`src/rtl/emu_io_pkg.sv`:
```
// emu_io_pkg: shared types and constants for the emulation pad-side I/O bridge.
//   rst_state_e   - core reset sequencer states
//   LOSS_CNT_W    - width of the saturating PLL lock-loss counter
//   DEF_*         - default values for the bridge parameters
package emu_io_pkg;

   typedef enum logic [1:0] {
      WAIT_LOCK = 2'd0,
      HOLD      = 2'd1,
      RUN       = 2'd2
   } rst_state_e;

   localparam int unsigned LOSS_CNT_W = 8;

   localparam int unsigned DEF_DATA_W       = 8;
   localparam int unsigned DEF_CTRL_IN_W    = 5;
   localparam int unsigned DEF_CTRL_OUT_W   = 2;
   localparam int unsigned DEF_SYNC_STAGES  = 2;
   localparam int unsigned DEF_OUT_STAGES   = 2;
   localparam int unsigned DEF_SW_N         = 2;
   localparam int unsigned DEF_DEBOUNCE_CNT = 65535;
   localparam int unsigned DEF_RST_HOLD     = 16;

endpackage

```
`src/rtl/emu_sync.sv`:
```
// emu_sync: WIDTH-bit, DEPTH-stage flop chain used as a multi-flop synchroniser.
// Ports:
//   clk   - destination clock
//   rst_n - asynchronous active-low reset, clears every stage
//   d     - asynchronous input
//   q     - synchronised output (DEPTH cycles of latency)
module emu_sync #(
   parameter int unsigned WIDTH = 1,
   parameter int unsigned DEPTH = 2
) (
   input  logic             clk,
   input  logic             rst_n,
   input  logic [WIDTH-1:0] d,
   output logic [WIDTH-1:0] q
);

   logic [WIDTH-1:0] chain [DEPTH];

   always_ff @(posedge clk or negedge rst_n) begin
      if (!rst_n) begin
         for (int unsigned i = 0; i < DEPTH; i++) chain[i] <= '0;
      end else begin
         chain[0] <= d;
         for (int unsigned i = 1; i < DEPTH; i++) chain[i] <= chain[i-1];
      end
   end

   assign q = chain[DEPTH-1];

endmodule

```
`src/rtl/emu_io_bridge.sv`:
```
// emu_io_bridge: pad-side I/O bridge for FPGA emulation of the hashing core.
// Synchronises host inputs, registers core outputs to the pads, debounces
// switches and sequences the core reset from PLL lock.
// Ports:
//   clk, rst_n                    - bridge clock, async active-low reset
//   pll_lock_i                    - PLL locked (asynchronous)
//   data_i, ctrl_i                - host pads -> data_o, ctrl_o (SYNC_STAGES latency)
//   hash_i, hash_ctrl_i           - core outputs -> pad_hash_o, pad_hash_ctrl_o
//                                   (OUT_STAGES latency, held at 0 during core reset)
//   sw_i -> sw_o                  - raw / debounced switches
//   core_rst_n_o                  - registered active-low core reset
//   lock_loss_cnt_o               - saturating count of lock losses while running
// Build option: define BRIDGE_LOOPBACK_EN to add loopback_i, which routes the
// synchronised host data to the pad pipeline for PIO bring-up.
module emu_io_bridge
   import emu_io_pkg::*;
#(
   parameter int unsigned DATA_W       = DEF_DATA_W,
   parameter int unsigned CTRL_IN_W    = DEF_CTRL_IN_W,
   parameter int unsigned CTRL_OUT_W   = DEF_CTRL_OUT_W,
   parameter int unsigned SYNC_STAGES  = DEF_SYNC_STAGES,
   parameter int unsigned OUT_STAGES   = DEF_OUT_STAGES,
   parameter int unsigned SW_N         = DEF_SW_N,
   parameter int unsigned DEBOUNCE_CNT = DEF_DEBOUNCE_CNT,
   parameter int unsigned RST_HOLD     = DEF_RST_HOLD
) (
   input  logic                  clk,
   input  logic                  rst_n,
   input  logic                  pll_lock_i,
`ifdef BRIDGE_LOOPBACK_EN
   input  logic                  loopback_i,
`endif
   input  logic [DATA_W-1:0]     data_i,
   input  logic [CTRL_IN_W-1:0]  ctrl_i,
   input  logic [SW_N-1:0]       sw_i,
   input  logic [DATA_W-1:0]     hash_i,
   input  logic [CTRL_OUT_W-1:0] hash_ctrl_i,
   output logic [DATA_W-1:0]     data_o,
   output logic [CTRL_IN_W-1:0]  ctrl_o,
   output logic [DATA_W-1:0]     pad_hash_o,
   output logic [CTRL_OUT_W-1:0] pad_hash_ctrl_o,
   output logic [SW_N-1:0]       sw_o,
   output logic                  core_rst_n_o,
   output logic [LOSS_CNT_W-1:0] lock_loss_cnt_o
);

   localparam int unsigned HOLD_W = $clog2(RST_HOLD + 1);
   localparam int unsigned DB_W   = $clog2(DEBOUNCE_CNT + 1);
   localparam logic [HOLD_W-1:0] HOLD_LAST = HOLD_W'(RST_HOLD - 1);
   localparam logic [DB_W-1:0]   DB_LAST   = DB_W'(DEBOUNCE_CNT - 1);

   // ---------------- input synchronisers ----------------
   logic            lock_s;
   logic [SW_N-1:0] sw_s;

   emu_sync #(.WIDTH(DATA_W),    .DEPTH(SYNC_STAGES)) u_data_sync (.clk(clk), .rst_n(rst_n), .d(data_i),     .q(data_o));
   emu_sync #(.WIDTH(CTRL_IN_W), .DEPTH(SYNC_STAGES)) u_ctrl_sync (.clk(clk), .rst_n(rst_n), .d(ctrl_i),     .q(ctrl_o));
   emu_sync #(.WIDTH(1),         .DEPTH(SYNC_STAGES)) u_lock_sync (.clk(clk), .rst_n(rst_n), .d(pll_lock_i), .q(lock_s));
   emu_sync #(.WIDTH(SW_N),      .DEPTH(SYNC_STAGES)) u_sw_sync   (.clk(clk), .rst_n(rst_n), .d(sw_i),       .q(sw_s));

   // ---------------- core reset sequencer ----------------
   rst_state_e            state_q, state_d;
   logic [HOLD_W-1:0]     hold_cnt_q, hold_cnt_d;
   logic [LOSS_CNT_W-1:0] loss_cnt_q, loss_cnt_d;
   logic                  core_rst_q;

   always_comb begin
      state_d    = state_q;
      hold_cnt_d = hold_cnt_q;
      loss_cnt_d = loss_cnt_q;
      case (state_q)
         WAIT_LOCK: begin
            hold_cnt_d = '0;
            if (lock_s) state_d = HOLD;
         end
         HOLD: begin
            if (!lock_s) begin
               state_d    = WAIT_LOCK;
               hold_cnt_d = '0;
            end else if (hold_cnt_q == HOLD_LAST) begin
               state_d    = RUN;
               hold_cnt_d = '0;
            end else begin
               hold_cnt_d = hold_cnt_q + 1'b1;
            end
         end
         RUN: begin
            if (!lock_s) begin
               state_d = WAIT_LOCK;
               if (loss_cnt_q != '1) loss_cnt_d = loss_cnt_q + 1'b1;
            end
         end
         default: state_d = WAIT_LOCK;
      endcase
   end

   // core reset is a dedicated flop tracking the next state, so it is
   // high exactly while the registered state is RUN
   always_ff @(posedge clk or negedge rst_n) begin
      if (!rst_n) begin
         state_q    <= WAIT_LOCK;
         hold_cnt_q <= '0;
         loss_cnt_q <= '0;
         core_rst_q <= 1'b0;
      end else begin
         state_q    <= state_d;
         hold_cnt_q <= hold_cnt_d;
         loss_cnt_q <= loss_cnt_d;
         core_rst_q <= (state_d == RUN);
      end
   end

   assign core_rst_n_o    = core_rst_q;
   assign lock_loss_cnt_o = loss_cnt_q;

   // ---------------- output pipeline ----------------
   logic [DATA_W-1:0]     hash_src;
   logic [CTRL_OUT_W-1:0] hctrl_src;

`ifdef BRIDGE_LOOPBACK_EN
   logic loopback_s;

   emu_sync #(.WIDTH(1), .DEPTH(SYNC_STAGES)) u_lb_sync (.clk(clk), .rst_n(rst_n), .d(loopback_i), .q(loopback_s));

   always_comb begin
      hash_src  = hash_i;
      hctrl_src = hash_ctrl_i;
      if (loopback_s) begin
         hash_src  = data_o;
         hctrl_src = '0;
      end
   end
`else
   assign hash_src  = hash_i;
   assign hctrl_src = hash_ctrl_i;
`endif

   logic [DATA_W-1:0]     hash_pipe  [OUT_STAGES];
   logic [CTRL_OUT_W-1:0] hctrl_pipe [OUT_STAGES];

   always_ff @(posedge clk or negedge rst_n) begin
      if (!rst_n) begin
         for (int unsigned i = 0; i < OUT_STAGES; i++) begin
            hash_pipe[i]  <= '0;
            hctrl_pipe[i] <= '0;
         end
      end else if (!core_rst_q) begin
         // pads read zero while the core is held in reset
         for (int unsigned i = 0; i < OUT_STAGES; i++) begin
            hash_pipe[i]  <= '0;
            hctrl_pipe[i] <= '0;
         end
      end else begin
         hash_pipe[0]  <= hash_src;
         hctrl_pipe[0] <= hctrl_src;
         for (int unsigned i = 1; i < OUT_STAGES; i++) begin
            hash_pipe[i]  <= hash_pipe[i-1];
            hctrl_pipe[i] <= hctrl_pipe[i-1];
         end
      end
   end

   assign pad_hash_o      = hash_pipe[OUT_STAGES-1];
   assign pad_hash_ctrl_o = hctrl_pipe[OUT_STAGES-1];

   // ---------------- switch debounce ----------------
   for (genvar g = 0; g < SW_N; g++) begin : g_db
      logic [DB_W-1:0] cnt_q;
      logic            sw_q;

      always_ff @(posedge clk or negedge rst_n) begin
         if (!rst_n) begin
            cnt_q <= '0;
            sw_q  <= 1'b0;
         end else if (sw_s[g] == sw_q) begin
            cnt_q <= '0;
         end else if (cnt_q == DB_LAST) begin
            sw_q  <= sw_s[g];
            cnt_q <= '0;
         end else begin
            cnt_q <= cnt_q + 1'b1;
         end
      end

      assign sw_o[g] = sw_q;
   end

endmodule
```
`config.mk`:
```
export PLATFORM = sky130hd
export DESIGN_NAME = emu_io_bridge
export DESIGN_NICKNAME = d
export VERILOG_FILES = /design/src/rtl/emu_io_pkg.sv /design/src/rtl/emu_sync.sv /design/src/rtl/emu_io_bridge.sv
export SDC_FILE = /design/constraint.sdc
export NUM_CORES = 1
export LEC_CHECK = 0
export ABC_AREA = 1
export CORE_MARGIN = 10
export CORE_UTILIZATION = 30
export CTS_CLUSTER_SIZE = 16
export DETAILED_ROUTE_END_ITERATION = 12
export HOLD_SLACK_MARGIN = 0.02
export PLACE_DENSITY = 0.49
export SLEW_MARGIN = 15
export SYNTH_ARGS = -nofsm -noshare
export SYNTH_HDL_FRONTEND = slang
export SYNTH_SLANG_ARGS = --single-unit
```
`constraint.sdc`:
```
create_clock -name clk -period 1.3 [get_ports clk]
set_input_delay 0.13 -clock clk [delete_from_list [all_inputs] [get_ports clk]]
set_output_delay 0.13 -clock clk [all_outputs]
set_load 0.02 [all_outputs]
```
==> reports/qor.yml <==
status:
  run_status: "finished, violations left"
  failed_checks: "setup timing"
routing:
  drtPass1Iterations: 4
  remaining_drc_errors: 0
  drt.antenna.violating_nets: 0
  first_iter_violations: 205
  wire_per_inst_um: 12.6
  drt_wl_total_mm: 9.54
  post_drt_via_cell_ratio: 4.29
  detailroute.via_count: 3243
worst_setup_path:
  crit_path_capture_type: "flop"
  crit_chain: "ha_4 -> nand2_2 -> nor2_2 -> nand2_2 -> o21bai_4 -> clkbuf_16 -> nor3_2"
  crit_type: "reg2reg"
  critPathLaunchType: "flop"
  path_common_cell: "sky130_fd_sc_hd__nand2_2"
  worstReg2RegStart: "g_db[1].cnt_q[1]"
  worstSetupStartpoint: "g_db[1].cnt_q[1]"
  worst_path_max_delay_cell: "sky130_fd_sc_hd__dfrtp_2"
  arrival_ps: 1710
  maximum_fanout_along_the_worst_path: 6
  worstReg2RegEnd: "g_db[1].cnt_q[2]"
  critical_path_required_ps: 1540
  cpPeakStageDelay_ps: 450
  ff2ff_setup_slack_ps: -170
  reg2reg_depth: 7
synthesis:
  postSynthCellCount: 479
  synth_area_per_cell_um2: 9.21
  synth.yosys.warnings: 0
  ys_seq_elements: 102
  yosysMostFrequentCell: "sky130_fd_sc_hd__nand2_1"
  netlist.area_leader.share_pct: 57.9
  yosysTopAreaCell: "sky130_fd_sc_hd__dfrtp_1"
  synth.top_cells.by_area: "sky130_fd_sc_hd__dfrtp_1 (58%), sky130_fd_sc_hd__nand2_1 (10%), sky130_fd_sc_hd__nor2_1 (6.3%)"
  seq_area_frac_synth_pct: 57.9
  cell_area_after_synthesis_mm2: 0.00441
  number_of_flops_mapped_to_enable_cells_by_yosys: 0
  synth_fp_nets: 513
  async_reset_ff_share_pct: 100
  synth.lib_cells_used.distinct: 29
  synth.cells.most_frequent: "sky130_fd_sc_hd__nand2_1 (117), sky130_fd_sc_hd__dfrtp_1 (102), sky130_fd_sc_hd__nor2_1 (74), sky130_fd_sc_hd__inv_1 (57), sky130_fd_sc_hd__buf_4 (25)"
  postSynth.topFlopCell: "sky130_fd_sc_hd__dfrtp_1"
power_and_ir_drop:
  pwr_density_cell_mw_per_mm2: 1080
  power_leakage_nw: 2.87
  power.ir.vdd_worst_v: 0.000653
global_routing:
  grt_max_degree: 65
  wire_length_of_the_first_global_routing_pass_mm: 16.1
  first_global_vias: 3383
  grt_remaining_overflow: 0
  initial_antenna_violation_count: 0
  groute.usage.overall_pct: 9.80
floorplanning:
  dieArea_mm2: 0.0200
  die_h_um: 141
  fp.coreArea_mm2: 0.0145
  floorplan.io_pins: 62
  initial_core_util_pct: 30.5
  rows: 44
  floorplan.die.width_um: 141
timing:
  finalCriticalPeriod_ps: 1470
  hold-worst-slack_ps: 212
  setup_violations: 28
  clock.fmax_mhz: 678
  final_min_period_over_clock_period_pct: 113
  timing.slew.headroom_pct: 67.5
  layout_setup_ws_ps: -174
  timing_worst_slew_pin_value_ps: 487
  setup-tns-final_ps: -2950
  timing.clock.skew_ps: 8.87
  grt_setup_unrepaired: "true"
  number_of_hold_slack_violations_in_the_final_timing_report: 0
  max_transition_viols_final: 0
worst_hold_path:
  hold_path_class: "in2reg"
  hold_path_end: "u_lock_sync.chain[1]"
  worst_hold_startpoint: "pll_lock_i"
  worstHoldPathCells: 1
run:
  maxCapViolations: 0
clocking:
  clk_path_buf_depth: 2
  cell_chosen_for_the_clock_root: "sky130_fd_sc_hd__clkbuf_16"
  cts-buffers-inserted: 9
  cts.htree.levels: 3
  clk_pin_slew_ps: 80
  cts_tree: "done"
  clkSinkCount: 102
  clock_latency_late_sink_ps: 350
placed_design:
  finalWeightedCongestion: 0.843
  place_area_mm2: 0.00534
  place_hpwl_mm: 6.75
  place_ws_ps: -137
  port_bufs: 61
layout:
  layout.nets: 601
  post-route-util_pct: 41.7
  sequential_cell_area_mm2: 0.00256
  areaGrowthSynthToFinish_pct: 36.7
  diodes: 0
  design_area_mm2: 0.00603
  final_layout_size_suffix_gt1_share_pct: 25.9
  layout.filler_cells: 1423
  multiInputGateArea_mm2: 0.00177
-- cell usage in the layout, fill, tap and decap left out, drive strengths merged --
cell type | synthesis | final
nand2 | 122 | 122
dfrtp | 102 | 102
nor2 | 80 | 80
inv | 57 | 60
buf | 27 | 44
dlygate4sd2 | 0 | 29
clkdlybuf4s50 | 0 | 26
nand3 | 21 | 21
xnor2 | 13 | 13
clkbuf | 2 | 13
nor3 | 11 | 11
nand4 | 9 | 9
o21bai | 6 | 7
o21ai | 7 | 7
a21oi | 6 | 6
ha | 6 | 6
xor2 | 5 | 5
a21boi | 2 | 2
clkdlybuf4s15 | 0 | 2
clkinv | 0 | 2
or2 | 1 | 1
o31ai | 1 | 1
a22o | 1 | 1
bufinv | 0 | 1
dlygate4sd3 | 0 | 1
-- what timing repair did --
item,CTS,global route
hold endpoints to repair,102,0
cloned,1,1
pin swaps,10,31
buffers inserted,5,5
hold buffers,1,0
resized for setup,65,69
endpoints found under the setup margin,71,49
-- metal layers --
layer	vias up	part of all wire, %	global-route usage [%]
met4	0	0.88	2.83
met5	-	0	0
met3	7	6.7	4.47
li1	1636	-	-
met1	1547	43	11.6
met2	53	49	15.6
-- layout make-up --
class,count,area share (%)
inverters,57,3.55
well taps,184,3.82
repair buffers,105,15.7
clock inverters,6,1.29
clock buffers,10,3.80
multi-input cells,292,29.4
flip-flops and latches,102,42.4
-- worst max path at each step --
| stage | to | slack [ps] | depth (start not counted) |
|---|---|---|---|
| 3_5_place_dp | g_db[0].cnt_q[7] | -140 | 7 |
| 3_3_place_gp | g_db[0].cnt_q[7] | -130 | 7 |
| 4_1_cts | g_db[0].cnt_q[9] | -120 | 9 |
| 6_report | g_db[1].cnt_q[2] | -170 | 7 |
| 2_1_floorplan | lock_loss_cnt_o[2] | -30 | 8 |
| 5_1_grt | g_db[0].cnt_q[3] | -230 | 7 |
-- worst max-delay path: cells and delay by family (launching register included) --
family / cells / cell delay [ps]
AO/OA/AOI/OAI: 1 / 230
adder cells (fa/ha/maj): 1 / 170
buffers and inverters: 1 / 200
flip-flops: 1 / 450
AND/OR/NAND/NOR: 4 / 310
-- per-stage QoR --
| stage | std cells | power (mW) |
|---|---|---|
| after floorplan | 479 | 3.52 |
| after global placement | 728 | 3.77 |
| after detailed placement | 728 | 3.77 |
| after CTS | 751 | 6.61 |
| after global routing | 756 | 6.82 |
| final | 756 | 6.53 |
-- kinds of logic after synthesis --
family | Yosys count | synth area share [%]
fa+ha+maj | 6 | 1.70
xor+xnor | 18 | 3.57
compound gates | 23 | 3.72
simple gates | 244 | 23.3
buf+inv | 86 | 9.79
flops | 102 | 57.9
-- power breakdown --
group          internal, mW  leakage (nW)  switching (mW)
Clock                  1.53         0.151            1.24
Sequential             3.26          1.33          0.0558
Combinational         0.226          1.39           0.218
Total                  5.02          2.87            1.52
-- state kept, by name (all words and copies together) (netlist names) --
register / count
core_rst_n_o: 1
hold_cnt_q: 5
g_db.cnt_q: 32
u_ctrl_sync.q: 5
hash_pipe: 8
pad_hash_ctrl_o: 2
state_q: 2
hctrl_pipe: 2
u_sw_sync.chain: 2
g_db.sw_q: 2
u_sw_sync.q: 2
u_data_sync.chain: 8
u_ctrl_sync.chain: 5
u_data_sync.q: 8
u_lock_sync.q: 1
u_lock_sync.chain: 1
pad_hash_o: 8
lock_loss_cnt_o: 8
(Power assumes the default switching activity.)
